--- config.mk ---
export PLATFORM = sky130hd
export DESIGN_NAME = fetch_queue
export DESIGN_NICKNAME = d
export VERILOG_FILES = /design/src/rtl/fetch_queue.sv
export SDC_FILE = /design/constraint.sdc
export NUM_CORES = 1
export LEC_CHECK = 0
export ABC_CLOCK_PERIOD_IN_PS = 3430
export CAP_MARGIN = 10
export CORE_ASPECT_RATIO = 1.25
export CORE_MARGIN = 4
export CORE_UTILIZATION = 38
export CTS_CLUSTER_SIZE = 25
export DETAILED_ROUTE_END_ITERATION = 6
export REMOVE_ABC_BUFFERS = 1
export SLEW_MARGIN = 20
export SYNTH_ARGS = -nofsm -noshare
export SYNTH_HDL_FRONTEND = slang
export SYNTH_SLANG_ARGS = --single-unit
export TNS_END_PERCENT = 30
--- constraint.sdc ---
create_clock -name clk -period 3.43 [get_ports clk]
set_clock_uncertainty 0.1 [all_clocks]
set_input_delay 0.5145 -clock clk [delete_from_list [all_inputs] [get_ports clk]]
set_output_delay 0.5145 -clock clk [all_outputs]
set_load 0.005 [all_outputs]
--- src/rtl/fetch_queue.sv ---
// Instruction queue between fetch and decode: a circular buffer of PC/instruction pairs.
// Full stalls fetch, and a redirect flush empties the queue in one cycle.
module fetch_queue #(
  parameter int DEPTH = 4,
  parameter int AW    = 2
) (
  input  logic          clk,
  input  logic          reset,
  input  logic [31:0]   f_pc,
  input  logic [31:0]   f_instr,
  input  logic          f_valid,
  output logic          fd_stall,
  input  logic          flush,
  input  logic          d_stall,
  output logic [31:0]   d_pc,
  output logic [31:0]   d_instr,
  output logic          d_valid,
  output logic [AW:0]   count,
  output logic          ovf
);

  localparam logic [AW:0] FullCount = (AW + 1)'(DEPTH);

  logic [31:0]   pcMem_q    [DEPTH];
  logic [31:0]   instrMem_q [DEPTH];
  logic [AW-1:0] rdPtr_q, rdPtr_d;
  logic [AW-1:0] wrPtr_q, wrPtr_d;
  logic [AW:0]   count_q, count_d;
  logic          ovf_q, ovf_d;
  logic          fullQ, emptyQ, doPush, doPop;

  // Full and empty come only from registered state, so d_stall never reaches fd_stall.
  assign fullQ  = (count_q == FullCount);
  assign emptyQ = (count_q == '0);
  assign doPush = f_valid && !fullQ && !flush;
  assign doPop  = !emptyQ && !d_stall && !flush;

  always_comb begin
    rdPtr_d = rdPtr_q;
    wrPtr_d = wrPtr_q;
    count_d = count_q;
    ovf_d   = ovf_q;
    if (f_valid && fullQ && !flush) begin
      ovf_d = 1'b1;
    end
    if (flush) begin
      rdPtr_d = '0;
      wrPtr_d = '0;
      count_d = '0;
    end else begin
      if (doPush) begin
        wrPtr_d = wrPtr_q + 1'b1;
      end
      if (doPop) begin
        rdPtr_d = rdPtr_q + 1'b1;
      end
      if (doPush && !doPop) begin
        count_d = count_q + 1'b1;
      end else if (doPop && !doPush) begin
        count_d = count_q - 1'b1;
      end
    end
  end

  always_ff @(posedge clk or posedge reset) begin
    if (reset) begin
      rdPtr_q <= '0;
      wrPtr_q <= '0;
      count_q <= '0;
      ovf_q   <= 1'b0;
    end else begin
      rdPtr_q <= rdPtr_d;
      wrPtr_q <= wrPtr_d;
      count_q <= count_d;
      ovf_q   <= ovf_d;
    end
  end

  // Storage needs no reset; an empty queue masks whatever it holds.
  always_ff @(posedge clk) begin
    if (doPush) begin
      pcMem_q[wrPtr_q]    <= f_pc;
      instrMem_q[wrPtr_q] <= f_instr;
    end
  end

  assign fd_stall = fullQ;
  assign d_valid  = !emptyQ;
  assign d_pc     = emptyQ ? 32'h0 : pcMem_q[rdPtr_q];
  assign d_instr  = emptyQ ? 32'h0 : instrMem_q[rdPtr_q];
  assign count    = count_q;
  assign ovf      = ovf_q;

endmodule
==> flow_summary.json, run 1 <==
{
  "arrival_ps": 2600,
  "worst_slew_pin_slew_ps": 550,
  "fp.dieW_um": 155,
  "routed_via_density": 5.04,
  "ys_ff_latch": 264,
  "crit_buf_inv": 2,
  "portBuffers": 138,
  "first_pass_iters": 6,
  "drv_cap": 0,
  "core-area_um2": 26300,
  "cts.htree.levels": 1,
  "antenna_left": 0,
  "synthCells": 472,
  "synth_edf_count": 256,
  "final_core_util_pct": 49.4,
  "layout_commonest_cell": "edfxtp_1",
  "seqPwrFrac_pct": 43.9,
  "antenna_found_initial": 2,
  "clk_pin_slew_ps": 60,
  "drt_wl_total_um": 20500,
  "clock_latency_ps": 510,
  "core.rowCount": 66,
  "clock_path_buffers": 3,
  "max_freq_mhz": 311,
  "place_area_um2": 12200,
  "die_y_um": 192,
  "gp_congestion": 0.678,
  "async_reset_ff_share_pct": 3.03,
  "cts.sinks": 264,
  "path_delay_family": "buffers and inverters",
  "intPower_w": 0.00667,
  "stdcell_area_um2": 13000,
  "top_usage_layer": "met2",
  "fin_nets": 706,
  "cts_tree": "yes",
  "route.detailed.drc": 0,
  "dp_hpwl_um": 12700,
  "setup_viol": 0,
  "synth_cell_types": 32,
  "grt_usage_pct": 13.8,
  "numCtsBuffers": 26,
  "fin_cells": 992,
  "start_kind": "flop",
  "layout_min_cycle_time_ps": 3220,
  "use_met3_pct": 2.91,
  "grt_pass1_wl_um": 31700,
  "slew_viol_final": 0,
  "grt_pass1_vias": 5591,
  "grt_max_degree": 65,
  "setup_slack_ps": 215,
  "hold_path_class": "in -> async",
  "cts_root_buf": "clkbuf_16",
  "power.ir.vdd_worst_mv": 0.299,
  "seq_area_frac_synth_pct": 76.9,
  "whs_ps": 169,
  "fillers": 2133,
  "finalHoldViolations": 0,
  "powerDensity_nw_per_um2": 671,
  "synth_ff_type": "edfxtp_1",
  "critPathSlowestCell": "dfrtp_4",
  "leakagePower_nw": 4.15,
  "switchingPower_w": 0.00207,
  "grt-ovfl-total": 0,
  "syn_area_um2": 10300,
  "pre_cts_slack_ps": 555,
  "path_cells": "buf_4 > mux4_2 > and2_1 > clkdlybuf4s50_1",
  "path_max_fanout": 32,
  "clock_power_share_pct": 31.3,
  "avgSynthCellArea_um2": 21.7,
  "gr-usage-met2_pct": 24.9,
  "endpoint_kind": "output port",
  "combPwrFrac_pct": 24.8,
  "swShare_pct": 23.7,
  "fin_crit_sh_pct": 93.7,
  "dp_cells": 943,
  "crit_required_ps": 2820,
  "relSlewSlack_pct": 63.3,
  "status": "finished clean",
  "slowest_delay_ps": 770,
  "yosys_warnings": 0,
  "crit_type": "reg -> out",
  "area_growth_pct": 27.0,
  "start_util_pct": 38.9,
  "drive_above_1_share_pct": 19.0,
  "rsz0062_at_grt": "false",
  "vias": 5001,
  "ioPinCount": 139,
  "cts_resized": 0,
  "wl_per_cell_um": 20.7,
  "use_met1_pct": 16.6,
  "first_iter_violations": 327,
  "fp.dieArea_um2": 29700,
  "layout_common_cells": "edfxtp_1 (256), clkdlybuf4s50_1 (138), mux4_2 (64), and2_1 (64), clkbuf_16 (27)"
}
## sequential cells by signal, summed over array words and instances, names as in the netlist
signal      flops
ovf             1
pcMem_q       128
rdPtr_q         2
instrMem_q    128
wrPtr_q         2
count           3
## kinds of logic after synthesis
group | synth area share [%]
compound gates | 0.964
xor+xnor | 0.256
fa+ha+maj | 0.683
buf+inv | 1.99
flops | 76.9
mux | 14.1
simple gates | 5.13
## cell type report
class | instances | area [um^2] | area share, %
Sequential cell | 264 | 7900 | 60.6
Multi-Input combinational cell | 176 | 2170 | 16.7
Timing Repair Buffer | 154 | 1660 | 12.7
Clock buffer | 40 | 744 | 5.72
Tap cell | 340 | 425 | 3.27
Clock inverter | 7 | 82.6 | 0.634
Inverter | 10 | 37.5 | 0.288
Antenna cell | 1 | 2.50 | 0.0192
## stage by stage
stage | power [W] | TNS [ps]
detailed placement | 0.00613 | 0
CTS | 0.00889 | 0
finish | 0.00874 | 0
global placement | 0.00608 | 0
floorplan | 0.00485 | -37580
global route | 0.00917 | 0
## layer usage
metal  routed length (um)  share of wire (%)  up-vias
li1                     -                  -     2214
met1                 7750                 38     2614
met2                11100                 54      138
met3                 1230                6.0       33
met4                  458                2.2        2
met5                   13              0.063        -
## what timing repair did
action / 4_1_cts / 5_1_grt
hold buffers: 0 / 0
buffers inserted: 1 / 0
endpoints found under the setup margin: 3 / 0
## synth_stat cells, types with 2 or more instances
master	instances	share of area (%)
xnor2_1	2	0.17
nand2_1	5	0.18
nand3_1	2	0.098
ha_1	4	0.49
nor2_1	5	0.18
edfxtp_1	256	75
o21ai_0	5	0.24
and2_1	68	4.1
dfrtp_1	8	2.0
mux4_2	64	14
nand2b_1	2	0.12
a21oi_1	5	0.24
buf_2	6	0.29
inv_1	10	0.37
clkbuf_1	10	0.37
buf_12	4	0.78
## power groups by stage
| stage | clock network (W) | registers [W] | logic [W] |
|---|---|---|---|
| floorplan | 0 | 0.00396 | 0.000895 |
| global placement | 0 | 0.00391 | 0.00217 |
| detailed placement | 0 | 0.00393 | 0.00220 |
| CTS | 0.00281 | 0.00384 | 0.00224 |
| global route | 0.00295 | 0.00386 | 0.00236 |
| finish | 0.00273 | 0.00384 | 0.00217 |
## worst paths after layout
kind | startpoint | to | slack (ps) | depth (start not counted)
worst max register to register | count[0]$_DFFE_PP0P_ | count[2]$_DFFE_PP0P_ | 740 | 10
min in group clk | ovf$_DFFE_PP0P_ | ovf$_DFFE_PP0P_ | 390 | 1
worst min-delay path | reset | count[2]$_DFFE_PP0P_ | 170 | 2
max in group asynchronous | reset | rdPtr_q[0]$_DFFE_PP0P_ | 2770 | 2
worst min register to register | ovf$_DFFE_PP0P_ | ovf$_DFFE_PP0P_ | 390 | 1
worst max-delay path | rdPtr_q[1]$_DFFE_PP0P_ | d_instr[0] | 210 | 4
Note: power is estimated with default switching activity, not from simulation.
==> run 2, diff against run 1 <==
Settings changed: CTS_CLUSTER_DIAMETER set to 200.
==> flow_summary.json, run 2 (synthesis gave the netlist of run 1 again) <==
{
  "path_delay_family": "flip-flops",
  "layout_common_cells": "edfxtp_1 (256), clkdlybuf4s50_1 (138), mux4_2 (64), and2_1 (64), clkbuf_16 (15)",
  "start_util_pct": 38.9,
  "route.detailed.drc": 0,
  "fp.dieW_um": 155,
  "cts.sinks": 264,
  "endpoint_kind": "output port",
  "crit_type": "reg -> out",
  "cts_resized": 0,
  "r2r_start": "count[0]$_DFFE_PP0P_",
  "rsz0062_at_grt": "false",
  "grt_usage_pct": 13.6,
  "gp_congestion": 0.678,
  "fin_tns_setup_ps": 0,
  "fin_nets": 694,
  "portBuffers": 138,
  "path_cells": "buf_4 > mux4_2 > and2_1 > clkdlybuf4s50_1",
  "status": "finished clean",
  "core-area_um2": 26300,
  "dp_hpwl_um": 12700,
  "cts_tree": "yes",
  "cts.htree.levels": 1,
  "path_max_fanout": 32,
  "crit_buf_inv": 2,
  "antenna_found_initial": 1,
  "r2r-end": "count[2]$_DFFE_PP0P_",
  "relSlewSlack_pct": 64.3,
  "top_usage_layer": "met2",
  "area_growth_pct": 23.0,
  "fin_crit_sh_pct": 92.9,
  "slowest_delay_ps": 790,
  "first_iter_violations": 268,
  "antenna_cells": 0,
  "max_freq_mhz": 314,
  "stdcell_area_um2": 12600,
  "drive_above_1_share_pct": 16.9,
  "cts_root_buf": "clkbuf_16",
  "arrival_ps": 2570,
  "fp.dieArea_um2": 29700,
  "grt_pass1_vias": 5413,
  "wl_per_cell_um": 21.1,
  "clk_pin_slew_ps": 90,
  "layout_commonest_cell": "edfxtp_1",
  "first_pass_iters": 4,
  "leakagePower_nw": 3.95,
  "drt_wl_total_um": 20400,
  "routed_via_density": 5.08,
  "critPathSlowestCell": "dfrtp_4",
  "clock_path_buffers": 3,
  "start_kind": "flop",
  "slew_viol_final": 0,
  "layout_min_cycle_time_ps": 3190,
  "powerDensity_nw_per_um2": 617,
  "setup_viol": 0,
  "grt_max_degree": 65,
  "use_met1_pct": 16.6,
  "crit_required_ps": 2820,
  "drv_cap": 0,
  "core.rowCount": 66,
  "gr-usage-met2_pct": 24.9,
  "grt_pass1_wl_um": 31200,
  "use_met3_pct": 2.66,
  "hold_path_class": "in -> async",
  "finalHoldViolations": 0,
  "reg2regPathDepth": 10,
  "die_y_um": 192,
  "whs_ps": 190,
  "reg2reg_slack_ps": 740,
  "final_core_util_pct": 47.9,
  "antenna_left": 0,
  "power.ir.vdd_worst_mv": 0.294,
  "grt-ovfl-total": 0,
  "numCtsBuffers": 14,
  "worst_slew_pin_slew_ps": 536,
  "clock_latency_ps": 480,
  "ioPinCount": 139,
  "vias": 4915,
  "place_area_um2": 12200
}
-- run 2: metal layers --
metal	part of all wire [%]	vias to the layer above
met5	0.064	-
met4	1.6	2
met3	5.5	22
met2	55	126
met1	38	2589
li1	-	2176
-- run 2: layout make-up --
type,instances,area (um^2)
Timing Repair Buffer,154,1660
Sequential cell,264,7900
Multi-Input combinational cell,176,2170
Tap cell,340,425
Fill cell,2163,13700
Inverter,10,37.5
Clock inverter,1,16.3
Clock buffer,23,405
-- run 2: stage by stage --
step	power [W]	std cells	worst slack (ps)
after floorplan	0.00485	450	-587
after global placement	0.00608	943	574
after detailed placement	0.00613	943	555
after CTS	0.00792	967	6.79
after global routing	0.00820	968	111
final	0.00778	968	245
-- run 2: repair_timing --
| action | CTS | global route |
|---|---|---|
| setup buffers | 0 | 1 |
| hold buffers | 0 | 0 |
| endpoints found under the setup margin | 0 | 33 |
-- run 2: power by group --
| part | internal [W] | switching [W] | total, W |
|---|---|---|---|
| Sequential | 0.00373 | 0.000104 | 0.00383 |
| Clock | 0.000829 | 0.000955 | 0.00178 |
| Combinational | 0.00130 | 0.000868 | 0.00217 |
| Total | 0.00586 | 0.00193 | 0.00778 |
-- run 2: worst max-delay path by stage --
stage	from	end	slack, ps	cells after the start
2_1_floorplan	rdPtr_q[0]$_DFFE_PP0P_	d_instr[0]	-590	2
3_3_place_gp	rdPtr_q[0]$_DFFE_PP0P_	d_pc[17]	570	4
3_5_place_dp	rdPtr_q[0]$_DFFE_PP0P_	d_pc[17]	560	4
4_1_cts	rdPtr_q[0]$_DFFE_PP0P_	d_pc[17]	7	4
5_1_grt	rdPtr_q[0]$_DFFE_PP0P_	d_instr[10]	110	4
6_report	rdPtr_q[1]$_DFFE_PP0P_	d_instr[0]	240	4
==> run 3, diff against run 2 <==
Settings changed: ABC_AREA set to 1.
==> flow_summary.json, run 3 <==
{
  "fp.dieArea_um2": 30000,
  "fp.dieW_um": 156,
  "portBuffers": 138,
  "ioPinCount": 139,
  "synth_mux_area_share_pct": 0,
  "stdcell_area_um2": 12600,
  "crit_required_ps": 2820,
  "numCtsBuffers": 14,
  "fin_crit_sh_pct": 95.6,
  "power.ir.vdd_worst_mv": 0.369,
  "dp_hpwl_um": 13200,
  "relSlewSlack_pct": 40.7,
  "async_reset_ff_share_pct": 3.03,
  "cts_root_buf": "clkbuf_16",
  "post-synth-top-area-cell": "edfxtp_1",
  "worst_slew_pin_slew_ps": 890,
  "synth_cell_types": 20,
  "cts.htree.levels": 1,
  "slowest_delay_ps": 580,
  "pre_cts_slack_ps": 614,
  "drive_above_1_share_pct": 4.53,
  "start_util_pct": 38.7,
  "drv_cap": 0,
  "vias": 6435,
  "grt_pass1_wl_um": 35200,
  "max_freq_mhz": 305,
  "synth_compound_area_share_pct": 9.72,
  "area_growth_pct": 21.3,
  "swShare_pct": 29.5,
  "routed_via_density": 4.97,
  "clk_pin_slew_ps": 100,
  "grt_max_degree": 130,
  "clock_power_share_pct": 21.4,
  "syn_area_um2": 10400,
  "path_delay_family": "buffers and inverters",
  "grt-ovfl-total": 0,
  "gp_congestion": 0.764,
  "layout_common_cells": "nor2_1 (259), edfxtp_1 (256), clkdlybuf4s50_1 (138), o21ai_0 (127), a21oi_1 (67)",
  "first_iter_violations": 418,
  "core.rowCount": 67,
  "fillers": 2391,
  "clock_latency_ps": 480,
  "dp_cells": 1275,
  "layout_min_cycle_time_ps": 3280,
  "final_core_util_pct": 46.9,
  "switchingPower_w": 0.00243,
  "avgSynthCellArea_um2": 12.6,
  "path_max_fanout": 129,
  "setup_slack_ps": 151,
  "route.detailed.drc": 0,
  "yosysMostFrequentCell": "nor2_1",
  "fin_cells": 1295,
  "path_cells": "buf_12 > nor2_1 > nor2_1 > o21ai_0 > a21oi_1 > clkdlybuf4s50_1",
  "crit_buf_inv": 2,
  "powerDensity_nw_per_um2": 655,
  "synth-simple-area-share_pct": 10.4,
  "synthAdderAreaFrac_pct": 0.675,
  "synth_top_family_by_area": "simple AND/OR/NAND/NOR gates",
  "wl_per_cell_um": 17.9,
  "grt_pass1_vias": 6283,
  "cts.sinks": 264,
  "crit_type": "reg -> out",
  "antenna_found_initial": 3,
  "drt_wl_total_um": 23200,
  "rsz0062_at_grt": "false",
  "critPathSlowestCell": "clkdlybuf4s50_1",
  "grt_usage_pct": 15.0,
  "ys_ff_latch": 264,
  "cts_tree": "yes",
  "synth-xor-area-share_pct": 0.0844,
  "cts_resized": 0,
  "leakagePower_nw": 4.19,
  "core-area_um2": 26800,
  "layout_commonest_cell": "nor2_1",
  "slew_viol_final": 0,
  "synthCells": 823,
  "intPower_w": 0.00581,
  "status": "finished clean",
  "endpoint_kind": "output port",
  "yosys_warnings": 0,
  "place_area_um2": 12200,
  "arrival_ps": 2660,
  "synthTopCellsByCount": "nor2_1 (263), edfxtp_1 (256), o21ai_0 (127), a21oi_1 (67)",
  "die_y_um": 193,
  "setup_viol": 0,
  "synth_top_area_share_pct": 74.1,
  "first_pass_iters": 5,
  "ys_top_cells_by_area": "edfxtp_1 (74%), nor2_1 (9.5%), o21ai_0 (6.1%), a21oi_1 (3.2%), dfrtp_1 (1.9%)",
  "hold_path_class": "in -> async",
  "cts_setup_buffers": 0,
  "clock_path_buffers": 3,
  "fin_nets": 1020,
  "combPwrFrac_pct": 32.5,
  "critPathMostFrequentCell": "nor2_1",
  "start_kind": "flop",
  "antenna_left": 0,
  "synth_ff_type": "edfxtp_1",
  "antenna_cells": 0,
  "finalHoldViolations": 0,
  "synth_edf_count": 256,
  "seq_area_frac_synth_pct": 76.0,
  "hold_buffers": 0,
  "seqPwrFrac_pct": 46.1
}
run 3: layer usage:
layer | track usage [%] | vias to the layer above | share of wire [%]
met3 | 3.43 | 30 | 5.9
met1 | 20.0 | 3131 | 43
li1 | - | 3129 | -
met2 | 25.4 | 139 | 49
met5 | 0 | - | 0.17
met4 | 2.93 | 6 | 1.4
run 3: final timing paths:
path                                   startpoint                 endpoint  slack (ps)  cells past startpoint
max in group asynchronous                   reset   rdPtr_q[0]$_DFFE_PP0P_        2710                      2
min in group clk                  ovf$_DFFE_PP0P_          ovf$_DFFE_PP0P_         390                      1
setup / recovery           rdPtr_q[0]$_DFFE_PP0P_                 d_pc[12]         150                      6
setup reg to reg             count[2]$_DFFE_PP0P_  pcMem_q[0][6]$_DFFE_PP_        1320                      4
hold reg to reg                   ovf$_DFFE_PP0P_          ovf$_DFFE_PP0P_         390                      1
hold / removal                              reset          ovf$_DFFE_PP0P_         200                      2
run 3: power groups by stage:
stage               registers (W)  clock network (W)  logic (W)
finish                    0.00380            0.00176    0.00268
global route              0.00381            0.00193    0.00299
CTS                       0.00380            0.00182    0.00275
detailed placement        0.00387                  0    0.00274
global placement          0.00387                  0    0.00273
floorplan                 0.00398                  0    0.00103
run 3: metrics by stage:
step                      total power, W  hold WS, ps  TNS [ps]
after floorplan                  0.00500          230   -225430
after global placement           0.00659          376         0
after detailed placement         0.00660          364         0
after CTS                        0.00837          190         0
after global routing             0.00874          231         0
final                            0.00824          200         0
run 3: cell families after synthesis:
group                      Yosys count
and+or+nand+nor                    285
buffers and inverters               67
AOI/OAI and AO/OA                  201
xor gates and xnor gates             1
adders and majority gates            5
DFF                                264
run 3: area by class of cell:
type	count	area [um^2]	share of cell area, %
inverter	20	78.8	0.626
timing repair buffer	154	1580	12.5
clock inverter	1	16.3	0.129
clock buffer	19	390	3.10
sequential	264	7890	62.7
tap	345	432	3.43
multi-input combinational	492	2200	17.5
